--- src/rtl/spi_bootcmd_monitor_pkg.sv ---
// Shared types and helpers for the SPI boot-command monitor: FSM encoding,
// default boot opcode and a width helper shared with the restart timer.
package spi_bootcmd_monitor_pkg;

    typedef enum logic [1:0] {
        ST_RESYNC = 2'd0,
        ST_IDLE   = 2'd1,
        ST_SHIFT  = 2'd2,
        ST_HOLD   = 2'd3
    } state_t;

    localparam logic [7:0] CMD_BOOT_DEFAULT = 8'hB0;

    // Bits needed to hold values 0..value-1, never less than one bit.
    function automatic int clog2(input int value);
        int r;
        r = 0;
        while ((1 << r) < value) r++;
        return (r < 1) ? 1 : r;
    endfunction

endpackage

--- src/rtl/spi_bootcmd_monitor_if.sv ---
// SPI pins from the ESP32 plus the monitor's decoded outputs toward the
// reconfiguration timer and boot logic.
interface spi_bootcmd_monitor_if;
    logic       spi_cs_n;
    logic       spi_sck;
    logic       spi_mosi;
    logic       keepalive_n;
    logic       cmd_valid;
    logic [7:0] cmd_byte;
    logic       boot_now;
    logic       err_frame;

    modport master (
        output spi_cs_n, spi_sck, spi_mosi,
        input  keepalive_n, cmd_valid, cmd_byte, boot_now, err_frame
    );

    modport slave (
        input  spi_cs_n, spi_sck, spi_mosi,
        output keepalive_n, cmd_valid, cmd_byte, boot_now, err_frame
    );
endinterface

--- src/rtl/spi_bootcmd_monitor_sync_edge.sv ---
// N-flop synchroniser for an asynchronous pin; the rise strobe is taken from
// the last two stages, so it leads the level output by one clock.
module sync_edge #(
    parameter int STAGES = 2
) (
    input  logic clk,
    input  logic rst,
    input  logic d,
    output logic level,
    output logic rise
);

    logic [STAGES-1:0] sync_q;

    // NOTE: sequential state uses <= so every flop samples pre-edge values.
    always_ff @(posedge clk) begin
        if (rst) begin
            sync_q <= '1;
        end else begin
            sync_q <= {sync_q[STAGES-2:0], d};
        end
    end

    assign level = sync_q[STAGES-1];
    assign rise  = sync_q[STAGES-2] & ~sync_q[STAGES-1];

endmodule

--- src/rtl/spi_bootcmd_monitor.sv ---
// Monitors the ESP32 SPI link: drives the reconfiguration keepalive and decodes
// the first byte of each frame into cmd_byte / boot_now / err_frame.
module spi_bootcmd_monitor
    import spi_bootcmd_monitor_pkg::*;
#(
    parameter int         CLOCK_MHZ    = 27,
    parameter int         SYNC_STAGES  = 2,
    parameter int         STRETCH_CLKS = 1024,
    parameter logic [7:0] CMD_BOOT     = CMD_BOOT_DEFAULT
) (
    input logic                  clk,
    input logic                  rst,
    spi_bootcmd_monitor_if.slave bus
);

    localparam int STRETCH_W = clog2(STRETCH_CLKS);
    localparam int SETTLE_W  = clog2(SYNC_STAGES + 1);
    localparam logic [STRETCH_W-1:0] STRETCH_LOAD = STRETCH_W'(STRETCH_CLKS - 1);
    localparam logic [SETTLE_W-1:0]  SETTLE_DONE  = SETTLE_W'(SYNC_STAGES);

    logic cs_n_q, cs_end, sck_q, sck_rise, mosi_q, mosi_rise;

    sync_edge #(.STAGES(SYNC_STAGES)) u_sync_cs   (.clk(clk), .rst(rst), .d(bus.spi_cs_n),
                                                   .level(cs_n_q), .rise(cs_end));
    sync_edge #(.STAGES(SYNC_STAGES)) u_sync_sck  (.clk(clk), .rst(rst), .d(bus.spi_sck),
                                                   .level(sck_q), .rise(sck_rise));
    sync_edge #(.STAGES(SYNC_STAGES)) u_sync_mosi (.clk(clk), .rst(rst), .d(bus.spi_mosi),
                                                   .level(mosi_q), .rise(mosi_rise));

    logic cs_act;
    assign cs_act = ~cs_n_q;

    state_t               state_q, state_d;
    logic [7:0]           shreg_q, cmd_byte_q;
    logic [3:0]           bit_cnt_q;
    logic [STRETCH_W-1:0] stretch_q;
    logic [SETTLE_W-1:0]  settle_q;
    logic                 keepalive_n_q, cmd_valid_q, boot_now_q, err_frame_q;
    logic                 clear, shift_en, load_cmd, boot_d, err_d;

    // NOTE: every always_comb output gets a default first so no latch is inferred.
    always_comb begin
        state_d  = state_q;
        clear    = 1'b0;
        shift_en = 1'b0;
        load_cmd = 1'b0;
        boot_d   = 1'b0;
        err_d    = 1'b0;
        unique case (state_q)
            // Synchroniser flops reset to idle, so cs_act means nothing until they refill.
            ST_RESYNC: if (settle_q == SETTLE_DONE && !cs_act) state_d = ST_IDLE;
            ST_IDLE: begin
                if (cs_act) begin
                    clear   = 1'b1;
                    state_d = ST_SHIFT;
                end
            end
            ST_SHIFT: begin
                if (cs_end) begin
                    err_d   = (bit_cnt_q != 4'd0);
                    state_d = ST_IDLE;
                end else if (sck_rise) begin
                    shift_en = 1'b1;
                    if (bit_cnt_q == 4'd7) begin
                        load_cmd = 1'b1;
                        state_d  = ST_HOLD;
                    end
                end
            end
            ST_HOLD: begin
                if (cs_end) begin
                    boot_d  = (cmd_byte_q == CMD_BOOT);
                    state_d = ST_IDLE;
                end
            end
            default: state_d = ST_RESYNC;
        endcase
    end

    always_ff @(posedge clk) begin
        if (rst) begin
            state_q       <= ST_RESYNC;
            settle_q      <= '0;
            shreg_q       <= '0;
            bit_cnt_q     <= '0;
            cmd_byte_q    <= '0;
            cmd_valid_q   <= 1'b0;
            boot_now_q    <= 1'b0;
            err_frame_q   <= 1'b0;
            stretch_q     <= '0;
            keepalive_n_q <= 1'b1;
        end else begin
            state_q <= state_d;
            if (settle_q != SETTLE_DONE) settle_q <= settle_q + 1'b1;
            if (clear) begin
                shreg_q   <= '0;
                bit_cnt_q <= '0;
            end else if (shift_en) begin
                shreg_q   <= {shreg_q[6:0], mosi_q};
                bit_cnt_q <= bit_cnt_q + 4'd1;
            end
            if (load_cmd) cmd_byte_q <= {shreg_q[6:0], mosi_q};
            cmd_valid_q <= load_cmd;
            boot_now_q  <= boot_d;
            err_frame_q <= err_d;
            // Stretch reloads on every frame end and saturates at zero.
            if (cs_end) begin
                stretch_q <= STRETCH_LOAD;
            end else if (stretch_q != '0) begin
                stretch_q <= stretch_q - 1'b1;
            end
            keepalive_n_q <= ~(cs_act | (stretch_q != '0));
        end
    end

    assign bus.keepalive_n = keepalive_n_q;
    assign bus.cmd_valid   = cmd_valid_q;
    assign bus.cmd_byte    = cmd_byte_q;
    assign bus.boot_now    = boot_now_q;
    assign bus.err_frame   = err_frame_q;

    // SCK must stay high at least two clocks (max clk/4) and MOSI must be settled at its sample.
    a_sck_high:     assert property (@(posedge clk) disable iff (rst) sck_rise |=> sck_q [*2]);
    a_mosi_stable:  assert property (@(posedge clk) disable iff (rst) sck_rise |-> !mosi_rise);
    a_param_sanity: assert property (@(posedge clk)
                                     CLOCK_MHZ > 0 && SYNC_STAGES >= 2 && STRETCH_CLKS >= 1);

endmodule
--- src/flat_wrapper.sv ---
// flat-port wrapper written by rule: the top's interface ports become plain ports
module spi_bootcmd_monitor_flat import spi_bootcmd_monitor_pkg::*;
#(
    parameter int         CLOCK_MHZ    = 27,
    parameter int         SYNC_STAGES  = 2,
    parameter int         STRETCH_CLKS = 1024,
    parameter logic [7:0] CMD_BOOT     = CMD_BOOT_DEFAULT
)
  (clk, rst, bus_spi_cs_n, bus_spi_sck, bus_spi_mosi, bus_keepalive_n, bus_cmd_valid, bus_cmd_byte, bus_boot_now, bus_err_frame);
  spi_bootcmd_monitor_if bus_i ();
  input logic clk;
  input logic rst;
  input wire logic [$bits(bus_i.spi_cs_n)-1:0] bus_spi_cs_n;
  input wire logic [$bits(bus_i.spi_sck)-1:0] bus_spi_sck;
  input wire logic [$bits(bus_i.spi_mosi)-1:0] bus_spi_mosi;
  output wire logic [$bits(bus_i.keepalive_n)-1:0] bus_keepalive_n;
  output wire logic [$bits(bus_i.cmd_valid)-1:0] bus_cmd_valid;
  output wire logic [$bits(bus_i.cmd_byte)-1:0] bus_cmd_byte;
  output wire logic [$bits(bus_i.boot_now)-1:0] bus_boot_now;
  output wire logic [$bits(bus_i.err_frame)-1:0] bus_err_frame;
  assign bus_i.spi_cs_n = bus_spi_cs_n;
  assign bus_i.spi_sck = bus_spi_sck;
  assign bus_i.spi_mosi = bus_spi_mosi;
  assign bus_keepalive_n = bus_i.keepalive_n;
  assign bus_cmd_valid = bus_i.cmd_valid;
  assign bus_cmd_byte = bus_i.cmd_byte;
  assign bus_boot_now = bus_i.boot_now;
  assign bus_err_frame = bus_i.err_frame;
  spi_bootcmd_monitor #(.CLOCK_MHZ(CLOCK_MHZ), .SYNC_STAGES(SYNC_STAGES), .STRETCH_CLKS(STRETCH_CLKS), .CMD_BOOT(CMD_BOOT)) u_core (.clk(clk), .rst(rst), .bus(bus_i));
endmodule
--- config.mk ---
export PLATFORM = sky130hd
export DESIGN_NAME = spi_bootcmd_monitor_flat
export DESIGN_NICKNAME = d
export VERILOG_FILES = /design/src/rtl/spi_bootcmd_monitor_pkg.sv /design/src/rtl/spi_bootcmd_monitor_if.sv /design/src/rtl/spi_bootcmd_monitor_sync_edge.sv /design/src/rtl/spi_bootcmd_monitor.sv /design/src/flat_wrapper.sv
export SDC_FILE = /design/constraint.sdc
export NUM_CORES = 1
export LEC_CHECK = 0
export CELL_PAD_IN_SITES_DETAIL_PLACEMENT = 1
export CELL_PAD_IN_SITES_GLOBAL_PLACEMENT = 1
export CORE_MARGIN = 3
export CORE_UTILIZATION = 45
export CTS_CLUSTER_SIZE = 8
export DETAILED_ROUTE_END_ITERATION = 8
export GPL_ROUTABILITY_DRIVEN = 0
export PLACE_DENSITY = 0.81
export SLEW_MARGIN = 20
export SYNTH_ARGS = -nofsm -noshare
export SYNTH_HDL_FRONTEND = slang
export SYNTH_SLANG_ARGS = --single-unit
--- constraint.sdc ---
create_clock -name clk -period 3 [get_ports clk]
set_input_delay 0.6 -clock clk [delete_from_list [all_inputs] [get_ports clk]]
set_output_delay 0.6 -clock clk [all_outputs]
set_load 0.03 [all_outputs]
==> results.cfg, run 1 <==
[detailed_routing]
drt_iter0_markers = 75
first_pass_iters = 4
wire_per_inst_um = 15.72
drc = 0
postRouteAntennaNets = 0
vias = 1394
finalWirelength_mm = 3.993
viasPerCell = 5.488

[timing]
finalHoldViolations = 0
period_minus_slack_ns = 2.130
fin_crit_sh_pct = 71.00
worst_slack_ns = 0.8699
fmax_ghz = 0.4695
clock_skew_ns = 0.007388
slew_headroom_pct = 56.71
rsz0062_at_grt = no
hold_ws_ns = 0.4223
slew_viol_final = 0
setup_tns_ns = 0
setup_viol = 0
tightest_slew_ns = 0.6474

[yosys]
synth_edf_count = 0
ys_types = 38
synth-seq-cells = 43
async_reset_ff_share_pct = 0
synth_area_um2 = 1818
ys_warn_count = 0
synth-main-ff-cell = dfxtp_1
netlist_instances = 189
ys_seq_area_share_pct = 47.35
syn_nets = 202
avgSynthCellArea_um2 = 9.619

[cts]
ctsResizeCount = 0
insertion_delay_ns = 0.29
clock_sinks = 43
cts_tree = done
root_buffer = clkbuf_8
post_cts_buffers = 0
clockBufferDepth = 2
htreeDepth = 2
hold_buffers = 0
cts_buffers = 5
path_clk_slew_ns = 0.07

[cells_and_area]
n_fill_cell = 436
area_growth_pct = 15.97
drive_above_1_share_pct = 10.19
n_antenna_cell = 0
layout.nets = 219
multiInputGateArea_um2 = 887.1
seq_area_um2 = 860.8
fin_area_um2 = 2108

[placed_design]
dpl_cell_area_um2 = 2021
dp_slack_ns = 0.8818
dp_hpwl_mm = 2.951
io_buffers = 16

[floorplan]
die_h_um = 69.56
num_rows = 22
die_width_um = 69.56
core_um2 = 3771
die_area_um2 = 4839
io_pins = 17
start_util_pct = 48.21

[setup_path]
reg2reg_depth = 6
r2r_end = u_core.stretch_q[1]
critPathKind = reg2reg
required_ns = 3.22
setup.worst_path.start_class = register
cp.arrival_ns = 2.35
crit_path_end = u_core.stretch_q[1]
crit_start = u_core.stretch_q[0]
cp_max_fo = 9
r2r_slack_ns = 0.87
worstReg2RegStart = u_core.stretch_q[0]
end_kind = register

[grt]
overflow = 0
grt_util_all_layers_pct = 18.55
antenna_found_initial = 0
grt_first_pass_wirelength_mm = 7.141
grt_max_degree = 21
grt_pass1_vias = 1517

[worst_hold_path]
hold_class = reg2reg

[power]
peakVddDrop_v = 0.0003619
p_leak_nw = 0.9174
powerDensity_nw_per_um2 = 788.1

[outcome]
status = complete, no violations

[job]
maxCapViolCount = 0
## final cells by class
| class | instances | area share (%) |
|---|---|---|
| multi-input combinational | 128 | 42.08 |
| sequential | 43 | 40.83 |
| timing repair buffer | 18 | 8.309 |
| clock buffer | 6 | 3.917 |
| tap | 48 | 2.849 |
| inverter | 10 | 1.780 |
| clock inverter | 1 | 0.2374 |
## kinds of logic after synthesis
group	Yosys count	synth area share [%]
mux	19	10.53
fa+ha+maj	8	5.506
compound gates	26	9.222
simple gates	70	21.13
flops	43	47.35
xor+xnor	5	2.409
buf+inv	18	3.854
## state kept, by name (all words and copies together) (netlist names)
signal	count
u_core.stretch_q	10
u_core.bus.cmd_byte	8
u_core.shreg_q	7
u_core.bit_cnt_q	4
u_core.settle_q	2
u_core.state_q	2
u_core.u_sync_cs.sync_q	2
u_core.u_sync_mosi.sync_q	2
u_core.u_sync_sck.sync_q	2
u_core.bus.boot_now	1
u_core.bus.cmd_valid	1
u_core.bus.err_frame	1
u_core.bus.keepalive_n	1
## metal layers
metal / GRT usage, % / vias up / part of all wire (%)
li1: - / 684 / -
met1: 23.10 / 677 / 46
met2: 30.08 / 20 / 49
met3: 5.072 / 13 / 2.1
met4: 7.809 / 0 / 2.7
met5: 0 / - / 0
## cell usage after synthesis, types with 2 or more instances
cell type	count	area, µm²
a21o_1	2	15.01
a21oi_1	7	35.03
a31oi_1	5	31.28
buf_2	2	10.01
clkbuf_1	6	22.52
dfxtp_1	43	860.8
ha_1	8	100.1
inv_1	10	37.54
mux2i_1	18	180.2
nand2_1	5	18.77
nand2b_1	4	25.02
nand4_1	3	18.77
nor2_1	29	108.9
nor2b_1	2	12.51
nor3_1	3	15.01
nor4_1	4	25.02
o21ai_0	4	20.02
o311a_1	2	20.02
o31ai_1	2	15.01
or2_2	6	37.54
or3_1	3	18.77
or3b_2	2	17.52
xnor2_1	2	17.52
xor2_1	3	26.28
## how the worst min path moves through the flow
stage	startpoint	end	slack, ns	cells after the start
after floorplan	u_core.u_sync_mosi.sync_q[0]	u_core.u_sync_mosi.sync_q[1]	0.39	1
after global placement	u_core.u_sync_mosi.sync_q[0]	u_core.u_sync_mosi.sync_q[1]	0.39	1
after detailed placement	u_core.u_sync_mosi.sync_q[0]	u_core.u_sync_mosi.sync_q[1]	0.41	1
after CTS	u_core.u_sync_mosi.sync_q[0]	u_core.u_sync_mosi.sync_q[1]	0.43	1
after global routing	u_core.u_sync_mosi.sync_q[0]	u_core.u_sync_mosi.sync_q[1]	0.45	1
final	u_core.u_sync_mosi.sync_q[0]	u_core.u_sync_mosi.sync_q[1]	0.42	1
## worst max-delay path: stages (launching register included)
cell and delay [ns]:
dfxtp_1 0.34, inv_1 0.11, ha_1 0.24, or4b_4 0.53
nor3_4 0.35, mux2_2 0.38, a21oi_1 0.13
## through the flow
stage	util (%)	total power, mW	instances
2_1_floorplan	-	1.172	189
3_3_place_gp	53.58	1.255	247
3_5_place_dp	53.58	1.317	247
4_1_cts	55.91	1.681	254
5_1_grt	55.91	1.790	254
6_report	55.91	1.661	254
## power by group
group          switching, mW  total [mW]  internal (mW)
combinational          0.286       0.548          0.262
sequential            0.0949       0.755          0.660
clock                  0.178       0.358          0.180
total                  0.559        1.66           1.10
## cell usage in the layout (no fill, tap or decap), drive strengths merged
cell / count
a21o: 2
nor3: 4
or3: 3
a211oi: 1
o21bai: 1
nand4: 3
or4: 1
a21oi: 7
mux2: 1
xor2: 3
a21boi: 1
nor2b: 2
nand3: 1
nor2: 29
and3: 1
o311a: 2
or2b: 1
nand2: 5
or3b: 2
o21ai: 4
nor4b: 1
nand4b: 1
clkbuf: 6
or2: 6
a31oi: 5
or4b: 1
xnor2: 2
mux2i: 18
and3b: 1
o31ai: 2
dfxtp: 43
inv: 10
ha: 8
clkinv: 1
buf: 2
a311oi: 1
nand2b: 4
clkdlybuf4s50: 16
nor4: 4
Note: power is estimated with default switching activity, not from simulation.
==> inputs of run 2 (changes only) <==
CORE_UTILIZATION = 39   (was 45)
PLACE_DENSITY = 0.75   (was 0.81)
clock period = 1.7 ns   (was 3 ns; I/O delays follow)
==> run 2 against run 1 <==
- the run now ends with negative setup slack left
- total power up 100%
- clock power increased by 73%
- clock-buffer cell count down 1
- first-iteration DRC count is 16% lower
- combinational power rose to 2.6 times the previous value
- hold slack got worse by 0.0045 ns
- largest cell class unchanged
==> results.cfg, run 2 (synthesis gave the netlist of run 1 again) <==
[outcome]
status = complete, but fails checks
violations = negative setup slack

[cts]
clockBufferDepth = 2
htreeDepth = 2
cts_tree = done
insertion_delay_ns = 0.29
path_clk_slew_ns = 0.08
root_buffer = clkbuf_8
clock_sinks = 43
cts_buffers = 5

[placed_design]
dp.cells = 267
dp_hpwl_mm = 3.296
io_buffers = 16
dpl_cell_area_um2 = 2181

[floorplan]
die_width_um = 74.28
die_h_um = 74.28
die_area_um2 = 5517
num_rows = 24
start_util_pct = 41.18
io_pins = 17
core_um2 = 4414

[timing]
fin_crit_sh_pct = 102.2
fmax_ghz = 0.5757
slew_viol_final = 0
rsz0062_at_grt = yes
finalHoldViolations = 0
tightest_slew_ns = 0.4005
slew_headroom_pct = 73.06
period_minus_slack_ns = 1.737
setup_viol = 6
clock_skew_ns = 0.004548
worst_slack_ns = -0.03716

[cells_and_area]
largest_register_ffs = 10
n_fill_cell = 503
seq_area_um2 = 863.3
layout.nets = 237
drive_above_1_share_pct = 22.22
multiInputGateArea_um2 = 927.1
n_antenna_cell = 0
layout_commonest_cell = dfxtp_1
regMostFlops = u_core.stretch_q
area_growth_pct = 27.19
instances_no_fill = 277
final_cell_mix = dfxtp_1 (41), nor2_1 (29), buf_4 (19), mux2i_1 (18)
fin_area_um2 = 2312

[power]
peakVddDrop_v = 0.0006563
powerDensity_nw_per_um2 = 1444
p_leak_nw = 1.138

[detailed_routing]
drt_iter0_markers = 63
vias = 1481
postRouteAntennaNets = 0
first_pass_iters = 4
viasPerCell = 5.347
finalWirelength_mm = 4.461
wire_per_inst_um = 16.10
drc = 0

[grt]
grt_util_all_layers_pct = 17.51
grt_max_degree = 18
grt-busiest-layer = met2
use_met3_pct = 3.784
overflow = 0
antenna_found_initial = 0
use_met2_pct = 29.82
grt_first_pass_wirelength_mm = 7.465
grt_pass1_vias = 1579
grtUsageMet1_pct = 21.67

[setup_path]
cp.arrival_ns = 1.96
cp_max_fo = 4
setup.worst_path.start_class = register
critPathKind = reg2reg
required_ns = 1.92
end_kind = register

[job]
maxCapViolCount = 0

[worst_hold_path]
hold_class = reg2reg
run 2: final cells by class:
type                            instances  area share, %
Sequential cell                        43          37.34
Clock buffer                            5          2.976
Multi-Input combinational cell        128          40.10
Timing Repair Buffer                   36          14.50
Clock inverter                          3         0.6493
Tap cell                               52          2.814
Inverter                               10          1.623
run 2: path summary, 6_finish.rpt:
check                                                   from                           end  slack (ns)  cells after the start
worst min register to register  u_core.u_sync_mosi.sync_q[0]  u_core.u_sync_mosi.sync_q[1]        0.42                      1
worst min-delay path            u_core.u_sync_mosi.sync_q[0]  u_core.u_sync_mosi.sync_q[1]        0.42                      1
worst max-delay path                     u_core.stretch_q[1]           u_core.stretch_q[1]       -0.04                      6
worst max register to register           u_core.stretch_q[1]           u_core.stretch_q[1]       -0.04                      6
run 2: routing by layer:
layer	vias up	wire (µm)
met5	-	0
met4	0	69
met3	10	112
met2	25	2259
met1	723	2020
li1	723	-
run 2: power by group:
part | internal (mW) | switching, mW
logic | 0.751 | 0.669
registers | 1.17 | 0.129
clock network | 0.281 | 0.339
total | 2.20 | 1.14
run 2: repair_timing:
item | 4_1_cts | 5_1_grt
hold buffers | 0 | 0
resized for setup | 4 | 9
setup endpoints to repair | 10 | 15
buffers inserted | 0 | 2
pin swaps | 0 | 2
run 2: metrics by stage:
stage          setup slack, ns  utilization [%]  power [mW]  hold WS (ns)  TNS [ns]
3_5_place_dp          -0.04599            49.40       2.658        0.3978   -0.1239
4_1_cts               -0.05464            51.39       3.317        0.4214   -0.2117
6_report              -0.03716            52.38       3.338        0.4179  -0.09942
3_3_place_gp           0.03756            49.40       2.527        0.3989         0
2_1_floorplan         -0.03503                -       2.131        0.3895  -0.03503
5_1_grt                -0.1155            52.38       3.574        0.4401   -0.6479
run 2: worst max-delay path, cell delays in order (launching register included):
cell     delay [ns]
dfxtp_2        0.33
inv_2          0.08
ha_4           0.13
or4b_4         0.49
nor3_4         0.21
mux2_4         0.33
a21oi_2        0.10
